<file path="src/rtl/led_pattern_gen_if.sv">
// led_pattern_gen_if: valid/ready configuration channel for led_pattern_gen.
// The master offers mode/period/duty with cfg_valid. The slave accepts the
// offer when cfg_ready is high.
interface led_pattern_gen_if #(
  parameter int PERIOD_W = 16
);
  logic                cfg_valid;
  logic                cfg_ready;
  logic [1:0]          cfg_mode;
  logic [PERIOD_W-1:0] cfg_period;
  logic [PERIOD_W-1:0] cfg_duty;

  modport master (
    output cfg_valid,
    output cfg_mode,
    output cfg_period,
    output cfg_duty,
    input  cfg_ready
  );

  modport slave (
    input  cfg_valid,
    input  cfg_mode,
    input  cfg_period,
    input  cfg_duty,
    output cfg_ready
  );
endinterface

</file>
<file path="src/rtl/led_pattern_gen.sv">
// led_pattern_gen: multi-pattern LED driver running from one prescaled tick.
// Supported patterns are OFF, BLINK, CHASE and ALT. They are built from a
// phase counter and a chase position.
// A new configuration is held in a pending register. It is applied on a
// period wrap, or on the next cycle when the block is OFF, so the LED
// outputs never glitch.
// Build option: define LED_INVERT_EN for active-low LED pins. With it
// defined, the reset value is all ones and OFF drives all ones.
module led_pattern_gen #(
  parameter int CLK_FREQ = 25_000_000,
  parameter int TICK_HZ  = 1000,
  parameter int NUM_LEDS = 8,
  parameter int PERIOD_W = 16
) (
  input  logic                clk,
  input  logic                rst_n,
  led_pattern_gen_if.slave    cfg,
  output logic [NUM_LEDS-1:0] leds,
  output logic                tick,
  output logic                cycle_done
);

  localparam int TICK_DIV = CLK_FREQ / TICK_HZ;
  localparam int PRESC_W  = (TICK_DIV > 1) ? $clog2(TICK_DIV) : 1;
  localparam int POS_W    = (NUM_LEDS > 1) ? $clog2(NUM_LEDS) : 1;

  localparam logic [PRESC_W-1:0] PRESC_LAST = PRESC_W'(TICK_DIV - 1);
  // The prescaler value one cycle before the tick. Registering tick from
  // this value makes tick high exactly while the count is TICK_DIV-1.
  localparam logic [PRESC_W-1:0] PRESC_PRE  = PRESC_W'(TICK_DIV - 2);
  localparam logic [POS_W-1:0]   POS_LAST   = POS_W'(NUM_LEDS - 1);

`ifdef LED_INVERT_EN
  localparam logic [NUM_LEDS-1:0] LED_POLARITY = {NUM_LEDS{1'b1}};
`else
  localparam logic [NUM_LEDS-1:0] LED_POLARITY = {NUM_LEDS{1'b0}};
`endif

  typedef enum logic [1:0] {
    MODE_OFF   = 2'd0,
    MODE_BLINK = 2'd1,
    MODE_CHASE = 2'd2,
    MODE_ALT   = 2'd3
  } mode_t;

  // Active configuration and counters
  logic [PRESC_W-1:0]  presc_r;
  logic [PERIOD_W-1:0] phase_r;
  logic [PERIOD_W-1:0] period_r;
  logic [PERIOD_W-1:0] duty_r;
  mode_t               mode_r;
  logic [POS_W-1:0]    pos_r;

  // Pending configuration; a pending config exists while ready_r is low
  logic                ready_r;
  mode_t               pend_mode_r;
  logic [PERIOD_W-1:0] pend_period_r;
  logic [PERIOD_W-1:0] pend_duty_r;

  // Registered outputs
  logic                tick_r;
  logic                cycle_done_r;
  logic [NUM_LEDS-1:0] leds_r;

  // Combinational next-state values
  logic [PRESC_W-1:0]  presc_next_s;
  logic [PERIOD_W-1:0] phase_next_s;
  logic [PERIOD_W-1:0] period_next_s;
  logic [PERIOD_W-1:0] duty_next_s;
  mode_t               mode_next_s;
  logic [POS_W-1:0]    pos_next_s;
  logic                tick_next_s;
  logic                cycle_done_next_s;
  logic                wrap_s;
  logic                accept_s;
  logic                apply_s;
  logic                on_s;
  logic [NUM_LEDS-1:0] pattern_s;

  // Compute the next time base, the next phase/position and the next active config.
  always_comb begin
    presc_next_s      = presc_r;
    phase_next_s      = phase_r;
    pos_next_s        = pos_r;
    mode_next_s       = mode_r;
    period_next_s     = period_r;
    duty_next_s       = duty_r;
    tick_next_s       = 1'b0;
    cycle_done_next_s = 1'b0;

    wrap_s   = tick_r && (phase_r == (period_r - PERIOD_W'(1)));
    accept_s = cfg.cfg_valid && ready_r;
    // The accept cycle itself never applies, because ready_r is still high
    // in that cycle. An accept on a wrap therefore waits for the next wrap.
    apply_s  = !ready_r && ((mode_r == MODE_OFF) || wrap_s);

    if (presc_r == PRESC_LAST) begin
      presc_next_s = '0;
    end else begin
      presc_next_s = presc_r + PRESC_W'(1);
    end

    if (wrap_s) begin
      phase_next_s = '0;
      if (pos_r == POS_LAST) begin
        pos_next_s = '0;
      end else begin
        pos_next_s = pos_r + POS_W'(1);
      end
    end else if (tick_r) begin
      phase_next_s = phase_r + PERIOD_W'(1);
      pos_next_s   = pos_r;
    end else begin
      phase_next_s = phase_r;
      pos_next_s   = pos_r;
    end

    // Applying a config restarts the pattern but leaves the prescaler alone.
    if (apply_s) begin
      mode_next_s   = pend_mode_r;
      period_next_s = pend_period_r;
      duty_next_s   = pend_duty_r;
      phase_next_s  = '0;
      pos_next_s    = '0;
    end else begin
      mode_next_s   = mode_r;
      period_next_s = period_r;
      duty_next_s   = duty_r;
    end

    // Predict the conditions of the next cycle so that tick and cycle_done
    // can be registered and still line up with the tick and the wrap.
    tick_next_s       = (presc_r == PRESC_PRE);
    cycle_done_next_s = tick_next_s
                        && (phase_next_s == (period_next_s - PERIOD_W'(1)))
                        && (mode_next_s != MODE_OFF);
  end

  // Decode the LED pattern from the current phase and chase position.
  always_comb begin
    pattern_s = '0;
    on_s      = (phase_r < duty_r);
    case (mode_r)
      MODE_OFF: begin
        pattern_s = '0;
      end
      MODE_BLINK: begin
        pattern_s = {NUM_LEDS{on_s}};
      end
      MODE_CHASE: begin
        for (int i = 0; i < NUM_LEDS; i++) begin
          pattern_s[i] = on_s && (pos_r == POS_W'(i));
        end
      end
      MODE_ALT: begin
        for (int i = 0; i < NUM_LEDS; i++) begin
          pattern_s[i] = ((i % 2) == 0) ? on_s : !on_s;
        end
      end
      default: begin
        pattern_s = '0;
      end
    endcase
  end

  // Register the counters, the active/pending config and all outputs (synchronous reset).
  always_ff @(posedge clk) begin
    if (!rst_n) begin
      presc_r       <= '0;
      phase_r       <= '0;
      period_r      <= PERIOD_W'(1);
      duty_r        <= '0;
      mode_r        <= MODE_OFF;
      pos_r         <= '0;
      ready_r       <= 1'b1;
      pend_mode_r   <= MODE_OFF;
      pend_period_r <= PERIOD_W'(1);
      pend_duty_r   <= '0;
      tick_r        <= 1'b0;
      cycle_done_r  <= 1'b0;
      leds_r        <= LED_POLARITY;
    end else begin
      presc_r      <= presc_next_s;
      phase_r      <= phase_next_s;
      period_r     <= period_next_s;
      duty_r       <= duty_next_s;
      mode_r       <= mode_next_s;
      pos_r        <= pos_next_s;
      tick_r       <= tick_next_s;
      cycle_done_r <= cycle_done_next_s;
      leds_r       <= pattern_s ^ LED_POLARITY;
      if (apply_s) begin
        ready_r <= 1'b1;
      end else if (accept_s) begin
        ready_r       <= 1'b0;
        pend_mode_r   <= mode_t'(cfg.cfg_mode);
        pend_period_r <= (cfg.cfg_period == '0) ? PERIOD_W'(1) : cfg.cfg_period;
        pend_duty_r   <= cfg.cfg_duty;
      end else begin
        ready_r <= ready_r;
      end
    end
  end

  assign cfg.cfg_ready = ready_r;
  assign leds          = leds_r;
  assign tick          = tick_r;
  assign cycle_done    = cycle_done_r;

endmodule

</file>
<file path="src/flat_wrapper.sv">
// flat-port wrapper written by rule: the top's interface ports become plain ports
module led_pattern_gen_flat 
#(
  parameter int CLK_FREQ = 25_000_000,
  parameter int TICK_HZ  = 1000,
  parameter int NUM_LEDS = 8,
  parameter int PERIOD_W = 16
)
  (clk, rst_n, leds, tick, cycle_done, cfg_cfg_valid, cfg_cfg_mode, cfg_cfg_period, cfg_cfg_duty, cfg_cfg_ready);
  led_pattern_gen_if #(.PERIOD_W(PERIOD_W)) cfg_i ();
  input  logic clk;
  input  logic rst_n;
  output logic [NUM_LEDS-1:0] leds;
  output logic tick;
  output logic cycle_done;
  input wire logic [$bits(cfg_i.cfg_valid)-1:0] cfg_cfg_valid;
  input wire logic [$bits(cfg_i.cfg_mode)-1:0] cfg_cfg_mode;
  input wire logic [$bits(cfg_i.cfg_period)-1:0] cfg_cfg_period;
  input wire logic [$bits(cfg_i.cfg_duty)-1:0] cfg_cfg_duty;
  output wire logic [$bits(cfg_i.cfg_ready)-1:0] cfg_cfg_ready;
  assign cfg_i.cfg_valid = cfg_cfg_valid;
  assign cfg_i.cfg_mode = cfg_cfg_mode;
  assign cfg_i.cfg_period = cfg_cfg_period;
  assign cfg_i.cfg_duty = cfg_cfg_duty;
  assign cfg_cfg_ready = cfg_i.cfg_ready;
  led_pattern_gen #(.CLK_FREQ(CLK_FREQ), .TICK_HZ(TICK_HZ), .NUM_LEDS(NUM_LEDS), .PERIOD_W(PERIOD_W)) u_core (.clk(clk), .rst_n(rst_n), .cfg(cfg_i), .leds(leds), .tick(tick), .cycle_done(cycle_done));
endmodule
</file>
<file path="config.mk">
export PLATFORM = sky130hd
export DESIGN_NAME = led_pattern_gen_flat
export DESIGN_NICKNAME = d
export VERILOG_FILES = /design/src/rtl/led_pattern_gen_if.sv /design/src/rtl/led_pattern_gen.sv /design/src/flat_wrapper.sv
export SDC_FILE = /design/constraint.sdc
export NUM_CORES = 1
export LEC_CHECK = 0
export CAP_MARGIN = 40
export CORE_MARGIN = 4
export CORE_UTILIZATION = 40
export DETAILED_ROUTE_END_ITERATION = 12
export GPL_ROUTABILITY_DRIVEN = 0
export SETUP_SLACK_MARGIN = 0.2
export SYNTH_ARGS = -nofsm -noshare
export SYNTH_HDL_FRONTEND = slang
export SYNTH_SLANG_ARGS = --single-unit
</file>
<file path="constraint.sdc">
create_clock -name clk -period 6.3 [get_ports clk]
set_input_delay 0.63 -clock clk [delete_from_list [all_inputs] [get_ports clk]]
set_output_delay 0.63 -clock clk [all_outputs]
set_load 0.03 [all_outputs]
</file>
==> results.yml <==
pwr:
  power_frac_clock_pct: 47.7
  swShare_pct: 25.5
  p_int_uw: 1470
  ir_drop_mv: 0.137
  power_density_nw_per_um2: 260
  p_comb_share_pct: 13.5
  p_leak_uw: 0.00280
  p_total_uw: 1980
  p_sw_uw: 505
  p_seq_share_pct: 38.7
layout:
  stdcell_area_um2: 7620
  drive_gt1_share_pct: 6.30
  final_common_cell: "nand2_1"
  final_cell_mix: "nand2_1, dfxtp_1, a21boi_0"
  final_nets: 894
  antenna_cells: 0
  nFillCells: 1562
  areaGrowthSynthToFinish_pct: 17.9
synthesis:
  synth_area_leaders: "dfxtp_1, nand2_1, a21boi_0, ha_1, xor2_1"
  syn_nets: 865
  synthDistinctLibCells: 69
  synth-main-ff-cell: "dfxtp_1"
  yosysTopAreaCellShare_pct: 35.0
  synth_edf_count: 0
  ys_seq_area_share_pct: 35.0
  syn-cell-area_um2: 6460
  yosysTopAreaCell: "dfxtp_1"
  synth_cells: 802
  ys_seq_elements: 113
  ys_async_sr_fraction_pct: 0
  yosysWarningCount: 0
  syn_avg_cell_area_um2: 8.06
route:
  postRouteAntennaNets: 0
  wirelength_um: 16300
  first_pass_iters: 5
  drtIter0Drc: 365
  drcViolationCount: 0
  wire_per_inst_um: 15.4
  via_count: 5608
  vias_per_cell: 5.31
sta:
  fmax_mhz: 200
  tightest_slew_ns: 0.763
  finalSetupViolCount: 0
  rsz0062_at_grt: "no"
  holdWs_ns: 0.459
  relSlewSlack_pct: 48.8
  fin_setup_tns_ns: 0
  clock_skew_ns: 0.00930
  hold_violations: 0
  worst_slack_ns: 1.29
  period_minus_slack_ns: 5.01
  slew_viol_final: 0
  fin_crit_sh_pct: 79.5
die:
  fp.dieH_um: 135
  initial_utilization_pct: 40.8
  coreArea_um2: 15800
  rows: 46
  io_pins: 48
  fp.dieW_um: 135
  die_area_um2: 18300
clocking:
  clkTransAtPathRegs_ns: 0.06
  cts_resized: 0
  clockBufferDepth: 2
  cts_tree: "yes"
  hold_buffers: 0
  post_cts_buffers: 0
  clk-insertion-delay-late_ns: 0.41
  htreeDepth: 4
  clock-sinks: 113
  cts_buffers: 17
  cts_root_buffer: "clkbuf_16"
grt:
  gr-total-overflow: 0
  antenna_found_initial: 0
  grt_max_degree: 45
  track_usage_pct: 18.7
  grt_pass1_vias: 5441
  grt_pass1_wl_um: 27200
placed_design:
  place_hpwl_um: 11900
  port_buffers: 47
  place_area_um2: 7040
  pre_cts_ws_ns: 1.35
worst_setup_path:
  cp_max_fo: 18
  crit_buf_inv: 2
  reg2reg_depth: 18
  rrSetupSlack_ns: 1.29
  crit_family: "compound AO/OA/AOI/OAI gates"
  end_kind: "flip-flop"
  crit_slowest_cell: "o21ai_4"
  arrival_ns: 5.33
  r2r-end: "u_core.cycle_done$_SDFF_PN0_"
  critical_path_class: "reg -> reg"
  critPathLaunchType: "flip-flop"
  slowest_delay_ns: 0.46
  cp.required_ns: 6.62
  reg2reg_from: "u_core.period_r[0]$_SDFF_PN1_"
  crit_chain: "inv_1 > ha_1 > nor4b_4 > nand3b_1 > a221o_1 > a2111o_1 > or3_4 > o21ai_4 > nor2_1 > a21oi_1 > ha_1 > and3_1 > inv_1 > mux2i_1 > o221ai_1 > a211oi_1 > nand4_1 > nor4_2"
min_path:
  min_path_type: "reg -> reg"
  worst_hold_path.endpoint: "u_core.duty_r[14]$_SDFFE_PN0N_"
  hold_path_depth: 2
  min_from: "u_core.duty_r[14]$_SDFFE_PN0N_"
flow_run:
  drv_cap: 0
status:
  status: "complete, no violations"
[per-layer routing]
metal / GRT usage, % / vias to the layer above / share of wire [%]
met5: 0 / - / 0
met2: 28.1 / 134 / 45
li1: - / 2824 / -
met1: 25.2 / 2615 / 48
met3: 4.14 / 35 / 4.6
met4: 9.91 / 0 / 3.0
[cell type report]
class | count | area, um^2 | area share, %
clock buffers | 24 | 502 | 6.59
clock inverters | 5 | 77.6 | 1.02
inverters | 34 | 128 | 1.68
multi-input cells | 610 | 3860 | 50.6
flip-flops and latches | 113 | 2260 | 29.7
well taps | 216 | 270 | 3.55
repair buffers | 55 | 520 | 6.83
[synthesized netlist by cell type, types with 18 or more instances]
master,count
a21boi_0,64
a21oi_1,18
clkbuf_1,32
dfxtp_1,113
ha_1,26
inv_1,34
nand2_1,163
nand3_1,22
nand4_1,18
nor2_1,63
nor3_1,27
xnor2_1,30
xor2_1,32
[worst min-delay path, cell delays in order (launching register included)]
cell and delay, ns:
dfxtp_1 0.30, nand2_1 0.05, a21boi_0 0.06
[worst max path at each step]
stage	from	to	slack, ns	depth (start not counted)
5_1_grt	u_core.period_r[0]$_SDFF_PN1_	u_core.cycle_done$_SDFF_PN0_	0.86	18
4_1_cts	u_core.period_r[0]$_SDFF_PN1_	u_core.cycle_done$_SDFF_PN0_	1.33	18
3_5_place_dp	u_core.period_r[0]$_SDFF_PN1_	u_core.cycle_done$_SDFF_PN0_	1.35	18
2_1_floorplan	u_core.period_r[0]$_SDFF_PN1_	u_core.cycle_done$_SDFF_PN0_	1.63	22
6_report	u_core.period_r[0]$_SDFF_PN1_	u_core.cycle_done$_SDFF_PN0_	1.29	18
3_3_place_gp	u_core.period_r[0]$_SDFF_PN1_	u_core.cycle_done$_SDFF_PN0_	1.50	18
[kinds of logic (layout without fill, tap and decap cells)]
kind of cell / Yosys count / in the layout / share of synthesized area [%]
simple gates: 359 / 359 / 26.4
compound gates: 148 / 148 / 16.8
flops: 113 / 113 / 35.0
buf+inv: 79 / 118 / 5.31
xor+xnor: 64 / 64 / 9.10
fa+ha+maj: 26 / 26 / 5.03
mux: 13 / 13 / 2.27
[flip-flops by register name (all words and copies together) (netlist names), 2 cells and up]
register and flops:
u_core.pend_mode_r 2, u_core.pos_r 3, u_core.presc_r 15, u_core.mode_r 2
u_core.phase_r 16, u_core.leds 8, u_core.pend_duty_r 16, u_core.period_r 16
u_core.duty_r 16, u_core.pend_period_r 16
[power by group through the flow]
stage,clock [uW],sequential [uW],combinational [uW]
floorplan,0,770,195
finish,944,766,268
CTS,960,765,267
global route,992,769,297
detailed placement,0,780,265
global placement,0,781,264
[stage by stage]
stage	instances	utilization [%]
after floorplan	802	-
after global placement	1026	44.4
after detailed placement	1028	44.5
after CTS	1057	48.1
after global routing	1057	48.1
final	1057	48.1
Power figures use the tool's default switching activity.
